File: src/rtl/video_pkg.sv
`default_nettype none
// +----------------------------------------------------------------------------+
// | Module   : video_pkg                                                        |
// | Brief    : Shared dither mode encodings, Bayer matrix and threshold helper  |
// | Revision : 1.0                                                              |
// +----------------------------------------------------------------------------+
package video_pkg;

    typedef enum logic [1:0] {
        DITHER_TRUNC    = 2'd0,
        DITHER_SPATIAL  = 2'd1,
        DITHER_TEMPORAL = 2'd2
    } dither_mode_e;

    typedef struct packed {
        logic hs;
        logic vs;
        logic de;
    } sync_t;

    // Indexed by {y, x}: M = {{0,2},{3,1}}
    localparam logic [3:0][1:0] c_bayer = {2'd1, 2'd3, 2'd2, 2'd0};

    // Threshold scaled so the four Bayer levels span one output LSB.
    function automatic int unsigned dither_thresh(
        input int unsigned mode,
        input logic        x0,
        input logic        y0,
        input logic [1:0]  frame,
        input int unsigned d
    );
        logic        x;
        logic        y;
        int unsigned b;
        x = x0;
        y = y0;
        if (mode == 32'(DITHER_TEMPORAL)) begin
            x = x0 ^ frame[0];
            y = y0 ^ frame[1];
        end
        b = 32'(c_bayer[{y, x}]);
        if (mode == 32'(DITHER_TRUNC) || d == 0) begin
            dither_thresh = 0;
        end else begin
            dither_thresh = (b << d) >> 2;
        end
    endfunction

endpackage
`default_nettype wire

File: src/rtl/video_dither_out_if.sv
`default_nettype none
// +----------------------------------------------------------------------------+
// | Module   : video_dither_out_if                                              |
// | Brief    : Core-side video inputs and DAC-side video outputs                |
// | Revision : 1.0                                                              |
// +----------------------------------------------------------------------------+
interface video_dither_out_if #(
    parameter int unsigned IN_BITS  = 8,
    parameter int unsigned OUT_BITS = 3
);
    logic                pix_ce;
    logic [IN_BITS-1:0]  red;
    logic [IN_BITS-1:0]  green;
    logic [IN_BITS-1:0]  blue;
    logic                hsync;
    logic                vsync;
    logic                window;
    logic [OUT_BITS-1:0] vga_r;
    logic [OUT_BITS-1:0] vga_g;
    logic [OUT_BITS-1:0] vga_b;
    logic                vga_hs;
    logic                vga_vs;
    logic                vga_de;

    modport master (
        output pix_ce, red, green, blue, hsync, vsync, window,
        input  vga_r, vga_g, vga_b, vga_hs, vga_vs, vga_de
    );

    modport slave (
        input  pix_ce, red, green, blue, hsync, vsync, window,
        output vga_r, vga_g, vga_b, vga_hs, vga_vs, vga_de
    );
endinterface
`default_nettype wire

File: src/rtl/dither_channel.sv
`default_nettype none
// +----------------------------------------------------------------------------+
// | Module   : dither_channel                                                   |
// | Brief    : Two-stage add / saturate / blank pipe for one colour channel     |
// | Revision : 1.0                                                              |
// +----------------------------------------------------------------------------+
module dither_channel #(
    parameter int unsigned IN_BITS  = 8,
    parameter int unsigned OUT_BITS = 3
) (
    input  logic                clk,
    input  logic                reset,
    input  logic                pix_ce_i,
    input  logic [IN_BITS-1:0]  pix_i,
    input  logic [IN_BITS-1:0]  thresh_i,   // already stage-1 aligned
    input  logic                win_i,      // already stage-1 aligned
    output logic [OUT_BITS-1:0] pix_o
);
    localparam int unsigned D = IN_BITS - OUT_BITS;

    logic [IN_BITS-1:0]  pix_q;
    logic [OUT_BITS-1:0] out_q;
    logic [OUT_BITS-1:0] out_d;
    logic [IN_BITS:0]    w_sum;
    logic [OUT_BITS:0]   w_top;

    assign w_sum = {1'b0, pix_q} + {1'b0, thresh_i};
    // Top bit of w_top is the carry out of the add.
    assign w_top = (OUT_BITS + 1)'(w_sum >> D);

    always_comb begin
        out_d = '0;
        if (win_i) begin
            out_d = w_top[OUT_BITS] ? '1 : w_top[OUT_BITS-1:0];
        end
    end

    always_ff @(posedge clk) begin
        if (reset) begin
            pix_q <= '0;
            out_q <= '0;
        end else if (pix_ce_i) begin
            pix_q <= pix_i;
            out_q <= out_d;
        end
    end

    assign pix_o = out_q;
endmodule
`default_nettype wire

File: src/rtl/video_dither_out.sv
`default_nettype none
// +----------------------------------------------------------------------------+
// | Module   : video_dither_out                                                 |
// | Brief    : Ordered-dither video output stage with blanking, sync polarity   |
// | Revision : 1.0                                                              |
// +----------------------------------------------------------------------------+
module video_dither_out
    import video_pkg::*;
#(
    parameter int unsigned IN_BITS     = 8,
    parameter int unsigned OUT_BITS    = 3,
    parameter int unsigned DITHER_MODE = 1,
    parameter int unsigned HS_ACT_LOW  = 1,
    parameter int unsigned VS_ACT_LOW  = 1
) (
    input  logic               clk,
    input  logic               reset,
    video_dither_out_if.slave  vif
);
    localparam int unsigned D = IN_BITS - OUT_BITS;

    logic               x0_q;
    logic               y0_q;
    logic [1:0]         frame_q;
    logic               hs_prev_q;
    logic               vs_prev_q;
    logic [IN_BITS-1:0] thresh_q;
    sync_t              s1_q;
    sync_t              s2_q;
    logic [IN_BITS-1:0] w_thresh;

    // Threshold uses the phase before this pixel's counter update.
    assign w_thresh = IN_BITS'(dither_thresh(DITHER_MODE, x0_q, y0_q, frame_q, D));

    always_ff @(posedge clk) begin
        if (reset) begin
            x0_q      <= 1'b0;
            y0_q      <= 1'b0;
            frame_q   <= 2'd0;
            hs_prev_q <= 1'b0;
            vs_prev_q <= 1'b0;
            thresh_q  <= '0;
            s1_q      <= '0;
            s2_q      <= '0;
        end else if (vif.pix_ce) begin
            x0_q      <= vif.window ? ~x0_q : 1'b0;
            if (vif.hsync && !hs_prev_q) begin
                y0_q <= ~y0_q;
            end
            if (vif.vsync && !vs_prev_q) begin
                frame_q <= frame_q + 2'd1;
            end
            hs_prev_q <= vif.hsync;
            vs_prev_q <= vif.vsync;
            thresh_q  <= w_thresh;
            s1_q.hs   <= vif.hsync;
            s1_q.vs   <= vif.vsync;
            s1_q.de   <= vif.window;
            s2_q      <= s1_q;
        end
    end

    logic [IN_BITS-1:0]  w_chan_in  [3];
    logic [OUT_BITS-1:0] w_chan_out [3];

    assign w_chan_in[0] = vif.red;
    assign w_chan_in[1] = vif.green;
    assign w_chan_in[2] = vif.blue;

    for (genvar c = 0; c < 3; c++) begin : g_chan
        dither_channel #(
            .IN_BITS  (IN_BITS),
            .OUT_BITS (OUT_BITS)
        ) u_chan (
            .clk      (clk),
            .reset    (reset),
            .pix_ce_i (vif.pix_ce),
            .pix_i    (w_chan_in[c]),
            .thresh_i (thresh_q),
            .win_i    (s1_q.de),
            .pix_o    (w_chan_out[c])
        );
    end

    assign vif.vga_r  = w_chan_out[0];
    assign vif.vga_g  = w_chan_out[1];
    assign vif.vga_b  = w_chan_out[2];
    assign vif.vga_hs = s2_q.hs ^ (HS_ACT_LOW != 0);
    assign vif.vga_vs = s2_q.vs ^ (VS_ACT_LOW != 0);
    assign vif.vga_de = s2_q.de;
endmodule
`default_nettype wire

File: src/flat_wrapper.sv
// flat-port wrapper written by rule: the top's interface ports become plain ports
module video_dither_out_flat import video_pkg::*;
#(
    parameter int unsigned IN_BITS     = 8,
    parameter int unsigned OUT_BITS    = 3,
    parameter int unsigned DITHER_MODE = 1,
    parameter int unsigned HS_ACT_LOW  = 1,
    parameter int unsigned VS_ACT_LOW  = 1
)
  (clk, reset, vif_pix_ce, vif_red, vif_green, vif_blue, vif_hsync, vif_vsync, vif_window, vif_vga_r, vif_vga_g, vif_vga_b, vif_vga_hs, vif_vga_vs, vif_vga_de);
  video_dither_out_if #(.IN_BITS(IN_BITS), .OUT_BITS(OUT_BITS)) vif_i ();
  input  logic clk;
  input  logic reset;
  input wire logic [$bits(vif_i.pix_ce)-1:0] vif_pix_ce;
  input wire logic [$bits(vif_i.red)-1:0] vif_red;
  input wire logic [$bits(vif_i.green)-1:0] vif_green;
  input wire logic [$bits(vif_i.blue)-1:0] vif_blue;
  input wire logic [$bits(vif_i.hsync)-1:0] vif_hsync;
  input wire logic [$bits(vif_i.vsync)-1:0] vif_vsync;
  input wire logic [$bits(vif_i.window)-1:0] vif_window;
  output wire logic [$bits(vif_i.vga_r)-1:0] vif_vga_r;
  output wire logic [$bits(vif_i.vga_g)-1:0] vif_vga_g;
  output wire logic [$bits(vif_i.vga_b)-1:0] vif_vga_b;
  output wire logic [$bits(vif_i.vga_hs)-1:0] vif_vga_hs;
  output wire logic [$bits(vif_i.vga_vs)-1:0] vif_vga_vs;
  output wire logic [$bits(vif_i.vga_de)-1:0] vif_vga_de;
  assign vif_i.pix_ce = vif_pix_ce;
  assign vif_i.red = vif_red;
  assign vif_i.green = vif_green;
  assign vif_i.blue = vif_blue;
  assign vif_i.hsync = vif_hsync;
  assign vif_i.vsync = vif_vsync;
  assign vif_i.window = vif_window;
  assign vif_vga_r = vif_i.vga_r;
  assign vif_vga_g = vif_i.vga_g;
  assign vif_vga_b = vif_i.vga_b;
  assign vif_vga_hs = vif_i.vga_hs;
  assign vif_vga_vs = vif_i.vga_vs;
  assign vif_vga_de = vif_i.vga_de;
  video_dither_out #(.IN_BITS(IN_BITS), .OUT_BITS(OUT_BITS), .DITHER_MODE(DITHER_MODE), .HS_ACT_LOW(HS_ACT_LOW), .VS_ACT_LOW(VS_ACT_LOW)) u_core (.clk(clk), .reset(reset), .vif(vif_i));
endmodule
File: config.mk
export PLATFORM = sky130hd
export DESIGN_NAME = video_dither_out_flat
export DESIGN_NICKNAME = d
export VERILOG_FILES = /design/src/rtl/video_pkg.sv /design/src/rtl/video_dither_out_if.sv /design/src/rtl/dither_channel.sv /design/src/rtl/video_dither_out.sv /design/src/flat_wrapper.sv
export SDC_FILE = /design/constraint.sdc
export NUM_CORES = 1
export LEC_CHECK = 0
export CAP_MARGIN = 20
export CORE_MARGIN = 5
export CORE_UTILIZATION = 44
export CTS_BUF_LIST = sky130_fd_sc_hd__clkbuf_8
export CTS_CLUSTER_SIZE = 30
export DETAILED_ROUTE_END_ITERATION = 7
export GPL_ROUTABILITY_DRIVEN = 0
export GPL_TIMING_DRIVEN = 0
export PLACE_DENSITY = 0.78
export SLEW_MARGIN = 40
export SYNTH_ARGS = -nofsm -noshare
export SYNTH_HDL_FRONTEND = slang
export SYNTH_SLANG_ARGS = --single-unit
export TNS_END_PERCENT = 1
File: constraint.sdc
create_clock -name clk -period 1.5 [get_ports clk]
set_clock_uncertainty 0.2 [all_clocks]
set_input_delay 0.375 -clock clk [delete_from_list [all_inputs] [get_ports clk]]
set_output_delay 0.375 -clock clk [all_outputs]
set_load 0.03 [all_outputs]
# --- Word level (Yosys, flattened, before mapping) ---
# Cells that the tools add are included.
totals:
  regBits: 43
  inputBits: 30
  elab_cells: 35
classes:
  n_addsub: 3
  n_lt_le_gt_ge: 1
  muxes: 9
  bitwise: 4
  reduce_logical: 3
op_table:
  columns: ["op", "n"]
  rows:
  - ["adder 8 x 5 -> 9 bit", 3]
  - ["two-way mux 3 bit", 6]
  - ["binary-select mux 2 bit (select 2 bit)", 1]
  - ["inverter 1 bit", 4]
  - ["< comparator 2 x 3 -> 1 bit (second input constant)", 1]
  - ["two-way mux 2 bit", 1]
  - ["AND reduction 2 bit", 1]
  - ["logical AND 1 bit", 1]
  - ["logical NOT 1 bit", 1]
  - ["two-way mux 1 bit", 1]

# --- Depth between registers and ports, before layout ---
# Gate-level depths: netlist of run 1.
depth:
  ltp_word: 3
  mapped_depth: 4

# --- Cells and area by module ---
# A second synthesis of run 1 with hierarchy kept.
hier_totals:
  hier_cells: 243
  hier_area_um2: 2318.5
modules_own_cells:
  columns: ["module", "instances", "cells_per_inst", "area_per_inst_um2", "seq_area_each_um2"]
  rows:
  - ["dither_channel", 3, 68, 636.9, 220.2]
  - ["video_dither_out", 1, 39, 407.9, 200.2]

# --- Least setup slack after synthesis of run 1 ---
# OpenSTA, ideal clock, no wires.
synth_path:
  path_kind: "flip-flop to flip-flop"
  start: "register u_core.thresh_q[4]"
  end: "register u_core.g_chan[0].u_chan.out_q[1]"
  arrival_ns: 1.283
  required_time_ns: 1.197
  path_slack_ns: -0.086
  stages_incl_launch_ff: 5
  cell_sequence: "dfxtp_1 -> ha_1 -> a31o_2 -> and4_1 -> a2111oi_2"
synth_via:
  elab_chain_cells: 3
synth_lines:
  columns: ["element", "line_no", "source"]
  rows:
  - ["start: declaration", "video_dither_out.sv:27", "logic [IN_BITS-1:0] thresh_q;"]
  - ["start signal: assignment", "video_dither_out.sv:55", "thresh_q <= w_thresh;"]
  - ["adder 8 x 5 -> 9 bit", "dither_channel.sv:27", "assign w_sum = {1'b0, pix_q} + {1'b0, thresh_i};"]
  - ["two-way mux 3 bit", "dither_channel.sv:34", "out_d = w_top[OUT_BITS] ? '1 : w_top[OUT_BITS-1:0];"]
  - ["two-way mux 3 bit", "dither_channel.sv:33", "if (win_i) begin"]
  - ["end signal: assignment", "dither_channel.sv:44", "out_q <= out_d;"]
  - ["end: declaration", "dither_channel.sv:22", "logic [OUT_BITS-1:0] out_q;"]
# No other way between the ends.
# A chain may end at the register's enable or synchronous reset.

# --- Worst setup path in the final report of run 1 ---
layout_path:
  start: "register u_core.thresh_q[4]"
  end: "register u_core.g_chan[2].u_chan.out_q[1]"
layout_via:
  elab_chain_cells: 3
layout_lines:
  columns: ["element", "line_no"]
  rows:
  - ["adder 8 x 5 -> 9 bit", "dither_channel.sv:27"]
  - ["two-way mux 3 bit", "dither_channel.sv:34"]
  - ["two-way mux 3 bit", "dither_channel.sv:33"]
  - ["end signal: assignment", "dither_channel.sv:44"]
  - ["end: declaration", "dither_channel.sv:22"]
# No other way between the ends.

==> key figures, run 1 <==
Final layout
  – Fraction of layout cells with a size suffix above 1: 25.3%
  – Fin cells: 236
  – Nets: 222
  – Area growth, synth to finish: 36.6%
  – Diodes inserted: 0
  – Commonest non-fill, non-tap cell in the layout: dfxtp_1
  – Most frequent cells in the layout: dfxtp_1, nor2_1, mux2i_1, clkdlybuf4s50_1, nand2_1

Floorplan
  – Chip width: 67.7 um
  – Die area: 4580 um^2
  – Core Footprint: 3280 um^2
  – # rows: 21
  – Initial Util: 44.6%
  – Die Span Y: 67.7 um
  – IO Pins: 42

STA
  – Fin worst setup slack: -77.6 ps
  – Final hold vios: 0
  – Minimum clock period: 1580 ps
  – Max Fclk: 0.634 GHz
  – Slew @ Worst Pin: 552 ps
  – Max-slew violation count: 0
  – Final setup violation count: 4
  – Rel. slew slack: 63.2%
  – RSZ-0062 raised after global routing: true
  – Tcrit/Tclk final: 105%

Logic synthesis
  – #FFs+latches synth: 34
  – Primary FF master, synth: dfxtp_1
  – Syn nets: 184
  – Post-synthesis sequential area ratio: 46.5%
  – Post-Syn Area: 1460 um^2
  – Mean post-synth cell area: 9.69 um^2
  – Post-synth EDFFs: 0
  – Synth async-reset ratio: 0%
  – Synthesized instance count: 151
  – Synth Warn #: 0
  – Netlist cell types: 30

Clock tree
  – Clk buf depth: 2
  – Clk sinks: 34
  – Clock root buffer: clkbuf_8
  – TritonCTS clock tree: done
  – CTS Buf Count: 5
  – Setup bufs post-CTS: 0
  – Worst skew pair latency: 280 ps
  – Worst-path clk slew: 70 ps
  – Hold bufs inserted after CTS: 0
  – H-tree Lvls: 2

Routing
  – Via Count: 1,226
  – Router iterations before antenna repair: 4
  – Post-DR vias/cell: 5.19
  – Post-route antenna net violation count: 0
  – Starting DRC count in detailed routing: 70
  – Total wire length: 3.32 mm
  – Drc violations: 0
  – Wire length per cell: 14.1 um

Critical path
  – CP Capture Type: flop
  – Flop2flop setup slack: -80 ps
  – Crit path launch type: flop
  – Worst path arrival time: 1560 ps
  – Setup crit start: u_core.thresh_q[4]
  – Req. time, crit path: 1480 ps
  – WS Path Type: flop to flop
  – Crit Path Max Fanout: 5
  – Critical R2R Launch: u_core.thresh_q[4]

Pwr
  – P per Cell Area: 945 nW/um^2
  – Leakage power: 0.804 nW
  – Worst IR drop on VDD: 0.557 mV
  – Power, Total: 1.89 mW

Place
  – Placed cell count: 228
  – Port Buffer Count: 31
  – Hpwl dp: 2.46 mm

Global route
  – First-pass GRT wire length: 5.04 mm
  – Largest net degree at the start of global routing: 11
  – Vias in the first global route: 1,198
  – Total congestion overflow: 0
  – Initial antenna violation count: 0
  – Total GRT Usage: 14.9%

Run status
  – Failing checks: setup timing
  – Status: complete, but fails checks

Hold path
  – Hold Startpoint: u_core.vif.vga_de
  – Worst Hold Class: flop to flop

Job
  – Maximum capacitance violations: 0
-- through the flow --
stage                     instance area, um^2  TNS, ps  util (%)  hold WS (ps)  setup slack, ps
after floorplan                          1490    -33.6         -           260            -33.6
after global placement                   1850   -12500      56.5           246             -443
after detailed placement                 1850   -13260      56.5           265             -463
after CTS                                1960     -160      59.8           274            -55.2
after global routing                     2000     -383      60.9           303             -101
final                                    2000     -157      60.9           272            -77.6
-- report_power, final --
part           internal (mW)  switching (mW)  total [mW]
logic                  0.124           0.105       0.229
registers              0.943          0.0443       0.988
clock network          0.363           0.311       0.673
total                   1.43           0.460        1.89
-- worst paths after layout --
kind,end,cells past startpoint
setup / recovery,u_core.g_chan[2].u_chan.pix_o[1],4
hold / removal,u_core.vif.vga_de,2
setup reg to reg,u_core.g_chan[2].u_chan.pix_o[1],4
hold reg to reg,u_core.vif.vga_de,2
-- cell families (layout without fill, tap and decap cells) --
logic type / count (synthesis) / in the layout / share of synthesized area, %
simple gates: 57 / 57 / 18.4
flops: 34 / 34 / 46.5
compound gates: 25 / 25 / 14.3
mux: 20 / 20 / 13.8
buf+inv: 11 / 50 / 3.93
fa+ha+maj: 3 / 3 / 2.56
xor+xnor: 1 / 1 / 0.598
-- flip-flops by register name, indices dropped and copies added, names as in the netlist --
| signal | cells |
|---|---|
| u_core.x0_q | 1 |
| u_core.vif.vga_de | 1 |
| u_core.s2_q | 2 |
| u_core.g_chan.u_chan.pix_o | 9 |
| u_core.y0_q | 1 |
| u_core.s1_q | 3 |
| u_core.thresh_q | 2 |
| u_core.g_chan.u_chan.pix_q | 15 |
-- synth_stat cells, types with 2 or more instances --
cell type / instances / area (um^2)
dfxtp_1: 34 / 681
nor2_1: 25 / 93.8
mux2i_1: 19 / 190
nand2_1: 14 / 52.6
a21oi_1: 7 / 35.0
a221oi_1: 5 / 43.8
clkbuf_1: 4 / 15.0
a31o_2: 3 / 26.3
and3_1: 3 / 18.8
ha_1: 3 / 37.5
inv_1: 3 / 11.3
nand2b_1: 3 / 18.8
nand3_1: 3 / 15.0
nor2b_1: 3 / 18.8
o31ai_2: 3 / 37.5
a2111oi_2: 2 / 30.0
a211oi_1: 2 / 15.0
and4_1: 2 / 17.5
buf_4: 2 / 15.0
-- repair_timing --
item | in CTS | in global routing
endpoints found under the setup margin | 41 | 13
hold endpoints to repair | 0 | 0
pin swaps | 4 | 3
gates resized for setup | 63 | 13
-- critical path: stages, from the launching register on --
cell and delay, ps:
dfxtp_4 390, ha_4 200, a31o_4 260, and4_1 190, a2111oi_2 220
-- layer usage --
metal / routed length [um] / share of wire [%] / vias to the layer above / GRT usage, %
met5: 0 / 0 / - / 0
met4: 46 / 1.4 / 0 / 6.33
met3: 127 / 3.8 / 5 / 5.49
met2: 1810 / 55 / 18 / 27.7
met1: 1340 / 40 / 593 / 14.5
li1: - / - / 610 / -
-- final cells by class --
type                    count  area (um^2)
plain buffers               8         48.8
well taps                  46         57.6
fillers                   272         1280
inverters                   3         11.3
flip-flops and latches     34          688
clock buffers               6         82.6
clock inverters             2         8.76
repair buffers             31          264
multi-input cells         106          838
Note: power is estimated with default switching activity, not from simulation.
==> inputs of run 2 (changes only) <==
Settings changed: CORE_UTILIZATION 44 to 49, CTS_CLUSTER_SIZE 30 to unset, PLACE_DENSITY 0.78 to 0.82.
Clock period 1.5 ns to 1.79 ns, I/O delays scaled along.
==> key figures, run 2 (synthesis gave the netlist of run 1 again) <==
Clock tree
  – Hold bufs inserted after CTS: 0 (unchanged)
  – Clk buf depth: 2 (unchanged)
  – TritonCTS clock tree: done
  – Worst-path clk slew: 70 ps (about the same)
  – Clock root buffer: clkbuf_8
  – Worst skew pair latency: 280 ps (about the same)
  – CTS Buf Count: 5 (unchanged)
  – Clk sinks: 34 (unchanged)
  – H-tree Lvls: 2 (unchanged)

STA
  – Tcrit/Tclk final: 96.2%
  – Minimum clock period: 1720 ps
  – RSZ-0062 raised after global routing: true
  – Slew @ Worst Pin: 506 ps (-45.5 ps)
  – Final hold vios: 0 (unchanged)
  – Max Fclk: 0.581 GHz
  – WHS: 265 ps (-6.61 ps)
  – Max-slew violation count: 0 (unchanged)
  – Rel. slew slack: 66.3% (+3.0 points)
  – Final setup violation count: 0 (-4)

Global route
  – Total GRT Usage: 17.2% (+2.3 points)
  – First-pass GRT wire length: 5.61 mm (+11%)
  – Vias in the first global route: 1,290 (+7.7%)
  – Initial antenna violation count: 0 (unchanged)
  – Total congestion overflow: 0 (unchanged)
  – Largest net degree at the start of global routing: 11 (unchanged)

Critical path
  – WS Path Type: flop to primary output
  – CP delay by family, top: buffers and inverters
  – Crit path launch type: flop
  – Worst path max stage delay: 420 ps (+30 ps)
  – Worst path arrival time: 1070 ps (-490 ps)
  – Flop2flop setup slack: 110 ps (+190 ps)
  – RR Endpoint: u_core.g_chan[0].u_chan.pix_o[1]
  – FF-to-FF path depth: 4 (unchanged)
  – Crit Path Max Fanout: 3 (-2)
  – CP Capture Type: primary output
  – Worst path cell trace: dlygate4sd2_1
  – Worst Path Buf+Inv: 1 (+1)
  – Req. time, crit path: 1140 ps (-340 ps)
  – Critical R2R Launch: u_core.thresh_q[4]
  – Slowest CP cell: dlygate4sd2_1

Final layout
  – Top reg by flops: u_core.g_chan.u_chan.pix_q
  – Fin cells: 220 (-6.8%)
  – Area growth, synth to finish: 28.5%
  – Fraction of layout cells with a size suffix above 1: 12.2% (-13 points)
  – Fillers: 230 (-15%)
  – Nets: 222 (unchanged)
  – Most frequent cells in the layout: dfxtp_1, nor2_1, mux2i_1, clkdlybuf4s50_1, nand2_1
  – Max reg flops: 15 (unchanged)
  – Diodes inserted: 0 (unchanged)
  – Commonest non-fill, non-tap cell in the layout: dfxtp_1
  – Post-layout util: 67.0% (+6.2 points)

Routing
  – Post-DR vias/cell: 5.51 (+6.1%)
  – Starting DRC count in detailed routing: 91 (+30%)
  – Total wire length: 3.17 mm (-4.5%)
  – Router iterations before antenna repair: 4 (unchanged)
  – Wire length per cell: 14.4 um (+2.4%)
  – Post-route antenna net violation count: 0 (unchanged)
  – Via Count: 1,213 (-1.1%)
  – Drc violations: 0 (unchanged)

Floorplan
  – IO Pins: 42 (unchanged)
  – Chip width: 64.7 um (-4.5%)
  – Initial Util: 52.2% (+7.6 points)
  – # rows: 19 (-9.5%)
  – Die area: 4180 um^2 (-8.7%)
  – Die Span Y: 64.7 um (-4.5%)
  – Core Footprint: 2810 um^2 (-15%)

Pwr
  – P per Cell Area: 807 nW/um^2 (-15%)
  – Power, Total: 1.52 mW (-20%)
  – Worst IR drop on VDD: 0.555 mV (-0.36%)
  – Leakage power: 0.814 nW (+1.2%)

Place
  – Port Buffer Count: 31 (unchanged)
  – Hpwl dp: 2.39 mm (-2.9%)
  – Placed cell count: 213 (-6.6%)

Hold path
  – Worst Hold Class: flop to flop
  – Hold Startpoint: u_core.g_chan[1].u_chan.pix_o[0]
  – Worst hold path stage count: 2 (unchanged)
  – Hold Path Sink: u_core.g_chan[1].u_chan.pix_o[0]

Run status
  – Status: finished, final reports clean

Job
  – Maximum capacitance violations: 0 (unchanged)
run 2: how the worst max path moves through the flow:
stage | from | end | cells after the start
2_1_floorplan | u_core.thresh_q[4] | u_core.g_chan[0].u_chan.pix_o[1] | 4
4_1_cts | vif_pix_ce | u_core.g_chan[2].u_chan.pix_o[0] | 5
6_report | u_core.g_chan[2].u_chan.pix_o[2] | vif_vga_b[2] | 1
3_5_place_dp | vif_pix_ce | u_core.g_chan[2].u_chan.pix_o[0] | 5
5_1_grt | u_core.thresh_q[4] | u_core.g_chan[0].u_chan.pix_o[1] | 4
3_3_place_gp | vif_pix_ce | u_core.g_chan[1].u_chan.pix_o[0] | 5
run 2: where the power goes:
| group | internal (mW) | switching [mW] |
|---|---|---|
| combinational | 0.0940 | 0.0815 |
| sequential | 0.790 | 0.0317 |
| clock | 0.260 | 0.260 |
| total | 1.14 | 0.373 |
run 2: stage by stage:
step | instance area, um^2 | worst slack [ps] | setup TNS (ps)
floorplan | 1460 | 204 | 0
global placement | 1810 | -231 | -4260
detailed placement | 1810 | -275 | -5240
CTS | 1880 | 23.5 | 0
global route | 1880 | -33.8 | -33.8
finish | 1880 | 68.1 | 0
run 2: per-layer routing:
| layer | share of wire [%] | vias to the layer above | routed length (um) | GRT usage [%] |
|---|---|---|---|---|
| met1 | 45 | 564 | 1440 | 20.0 |
| met4 | 1.9 | 0 | 61 | 9.76 |
| li1 | - | 606 | - | - |
| met5 | 0 | - | 0 | 0 |
| met2 | 48 | 36 | 1520 | 28.5 |
| met3 | 4.7 | 7 | 150 | 4.66 |
run 2: cell type report:
cell class	instances	area, um^2	share of cell area [%]
Tap cell	31	38.8	2.06
Clock buffer	5	68.8	3.66
Inverter	3	11.3	0.599
Timing Repair Buffer	31	298	15.8
Buffer	8	46.3	2.46
Sequential cell	34	682	36.3
Multi-Input combinational cell	106	726	38.6
Clock inverter	2	10.0	0.532
run 2: repair_timing:
action                                  CTS  global route
endpoints found under the setup margin   12             6
resized for setup                        12             2
setup buffers                             0             0
==> inputs of run 3 (changes only) <==
Settings changed: RECOVER_POWER set to 25, TNS_END_PERCENT 1 to unset.
==> key figures, run 3 (synthesis gave the netlist of run 1 again) <==
Critical path
  – CP Capture Type: primary output
  – Worst path max stage delay: 420 ps (about the same)
  – Crit Path Max Fanout: 3 (unchanged)
  – Worst path cell trace: dlygate4sd2_1
  – FF-to-FF path depth: 4 (unchanged)
  – RR Endpoint: u_core.g_chan[0].u_chan.pix_o[1]
  – WS Path Type: flop to primary output
  – Req. time, crit path: 1140 ps (about the same)
  – Worst path arrival time: 1070 ps (about the same)
  – Worst Path Buf+Inv: 1 (unchanged)
  – Crit path launch type: flop
  – Flop2flop setup slack: 100 ps (about the same)
  – Critical R2R Launch: u_core.thresh_q[4]
  – Slowest CP cell: dlygate4sd2_1
  – CP delay by family, top: buffers and inverters

Place
  – Hpwl dp: 2.39 mm (unchanged)
  – Placed cell area: 1810 um^2 (unchanged)
  – Port Buffer Count: 31 (unchanged)
  – Pre-CTS WS: -275 ps (unchanged)

STA
  – Final setup violation count: 0 (unchanged)
  – Max-slew violation count: 0 (unchanged)
  – Total Neg Setup Slack: 0 ps (unchanged)
  – Max Fclk: 0.581 GHz (about the same)
  – Fin worst setup slack: 69.0 ps (+0.902 ps)
  – Tcrit/Tclk final: 96.1% (about the same)
  – Minimum clock period: 1720 ps (-0.903 ps)
  – Slew @ Worst Pin: 500 ps (-6.18 ps)
  – RSZ-0062 raised after global routing: true
  – Rel. slew slack: 66.7% (+0.41 points)
  – WHS: 265 ps (-0.142 ps)
  – Final hold vios: 0 (unchanged)

Clock tree
  – Clock root buffer: clkbuf_8
  – CTS Buf Count: 5 (unchanged)
  – Hold bufs inserted after CTS: 0 (unchanged)
  – H-tree Lvls: 2 (unchanged)
  – Clk buf depth: 2 (unchanged)
  – TritonCTS clock tree: done
  – Worst-path clk slew: 70 ps (about the same)
  – Clk sinks: 34 (unchanged)
  – Worst skew pair latency: 290 ps (about the same)
  – Setup bufs post-CTS: 0 (unchanged)

Floorplan
  – Initial Util: 52.2% (unchanged)
  – Die area: 4180 um^2 (unchanged)
  – Core Footprint: 2810 um^2 (unchanged)
  – # rows: 19 (unchanged)
  – Die Span Y: 64.7 um (unchanged)
  – IO Pins: 42 (unchanged)
  – Chip width: 64.7 um (unchanged)

Final layout
  – Nets: 222 (unchanged)
  – Max reg flops: 15 (unchanged)
  – Commonest non-fill, non-tap cell in the layout: dfxtp_1
  – Post-layout util: 66.6% (-0.40 points)
  – Diodes inserted: 0 (unchanged)
  – Top reg by flops: u_core.g_chan.u_chan.pix_q
  – Fraction of layout cells with a size suffix above 1: 12.2% (unchanged)
  – Most frequent cells in the layout: dfxtp_1, nor2_1, mux2i_1, clkdlybuf4s50_1, nand2_1
  – Fin area: 1870 um^2 (-0.60%)
  – Area growth, synth to finish: 27.7%

Pwr
  – Leakage power: 0.811 nW (-0.36%)
  – P per Cell Area: 813 nW/um^2 (+0.67%)
  – Worst IR drop on VDD: 0.562 mV (+1.3%)

Routing
  – Via Count: 1,215 (+0.16%)
  – Total wire length: 3.18 mm (about the same)
  – Router iterations before antenna repair: 4 (unchanged)
  – Post-DR vias/cell: 5.52 (+0.16%)
  – Drc violations: 0 (unchanged)
  – Post-route antenna net violation count: 0 (unchanged)
  – Starting DRC count in detailed routing: 94 (+3.3%)
  – Wire length per cell: 14.4 um (about the same)

Global route
  – First-pass GRT wire length: 5.61 mm (unchanged)
  – Largest net degree at the start of global routing: 11 (unchanged)
  – Global routing's busiest layer: met2
  – Vias in the first global route: 1,290 (unchanged)
  – Initial antenna violation count: 0 (unchanged)
  – Met3 usage: 4.66% (unchanged)
  – Routing usage on met2: 28.5% (unchanged)
  – Total GRT Usage: 17.2% (unchanged)
  – Total congestion overflow: 0 (unchanged)
  – Grt met1 use: 20.0% (unchanged)

Hold path
  – Hold Path Sink: u_core.g_chan[1].u_chan.pix_o[0]
  – Worst Hold Class: flop to flop
  – Worst hold path stage count: 2 (unchanged)
  – Hold Startpoint: u_core.g_chan[1].u_chan.pix_o[0]

Run status
  – Status: finished, final reports clean

Job
  – Maximum capacitance violations: 0 (unchanged)
[run 3: cell count changes in the layout (fill, tap and decap cells not counted), sizes merged]
cell	change
buf	-3
clkbuf	+3
dlygate4sd3	+1
clkdlybuf4s50	-1
[run 3: worst max-delay path by stage]
| stage | start | endpoint | slack (ps) | cells after the start |
|---|---|---|---|---|
| finish | u_core.g_chan[2].u_chan.pix_o[2] | vif_vga_b[2] | 70 | 1 |
| global route | u_core.thresh_q[4] | u_core.g_chan[0].u_chan.pix_o[1] | -30 | 4 |
| CTS | vif_pix_ce | u_core.g_chan[2].u_chan.pix_o[0] | 20 | 5 |
| detailed placement | vif_pix_ce | u_core.g_chan[2].u_chan.pix_o[0] | -270 | 5 |
| global placement | vif_pix_ce | u_core.g_chan[1].u_chan.pix_o[0] | -230 | 5 |
| floorplan | u_core.thresh_q[4] | u_core.g_chan[0].u_chan.pix_o[1] | 200 | 4 |
[run 3: metrics by stage]
step | std cells | power [mW]
after floorplan | 151 | 0.938
after global placement | 213 | 1.01
after detailed placement | 213 | 1.02
after CTS | 220 | 1.54
after global routing | 220 | 1.60
final | 220 | 1.52
[run 3: where the power goes]
group          switching, mW  internal, mW  total [mW]
Sequential            0.0315         0.790       0.822
Combinational         0.0811        0.0907       0.172
Clock                  0.265         0.260       0.526
Total                  0.378          1.14        1.52
[run 3: cell type report]
type                       instances  area, um^2
fill                             234         936
multi-input combinational        106         726
sequential                        34         682
timing repair buffer              31         298
clock buffer                       5        68.8
tap                               31        38.8
buffer                             8        35.0
inverter                           3        11.3
clock inverter                     2        10.0
[run 3: metal layers]
layer / share of wire (%) / vias to the layer above
met4: 2.4 / 0
met5: 0 / -
li1: - / 608
met2: 48 / 38
met1: 45 / 559
met3: 5.0 / 10
[run 3: what timing repair did]
action                                  4_1_cts  5_1_grt
resized for setup                            12        2
endpoints found under the setup margin       12        6
hold endpoints to repair                      0        0
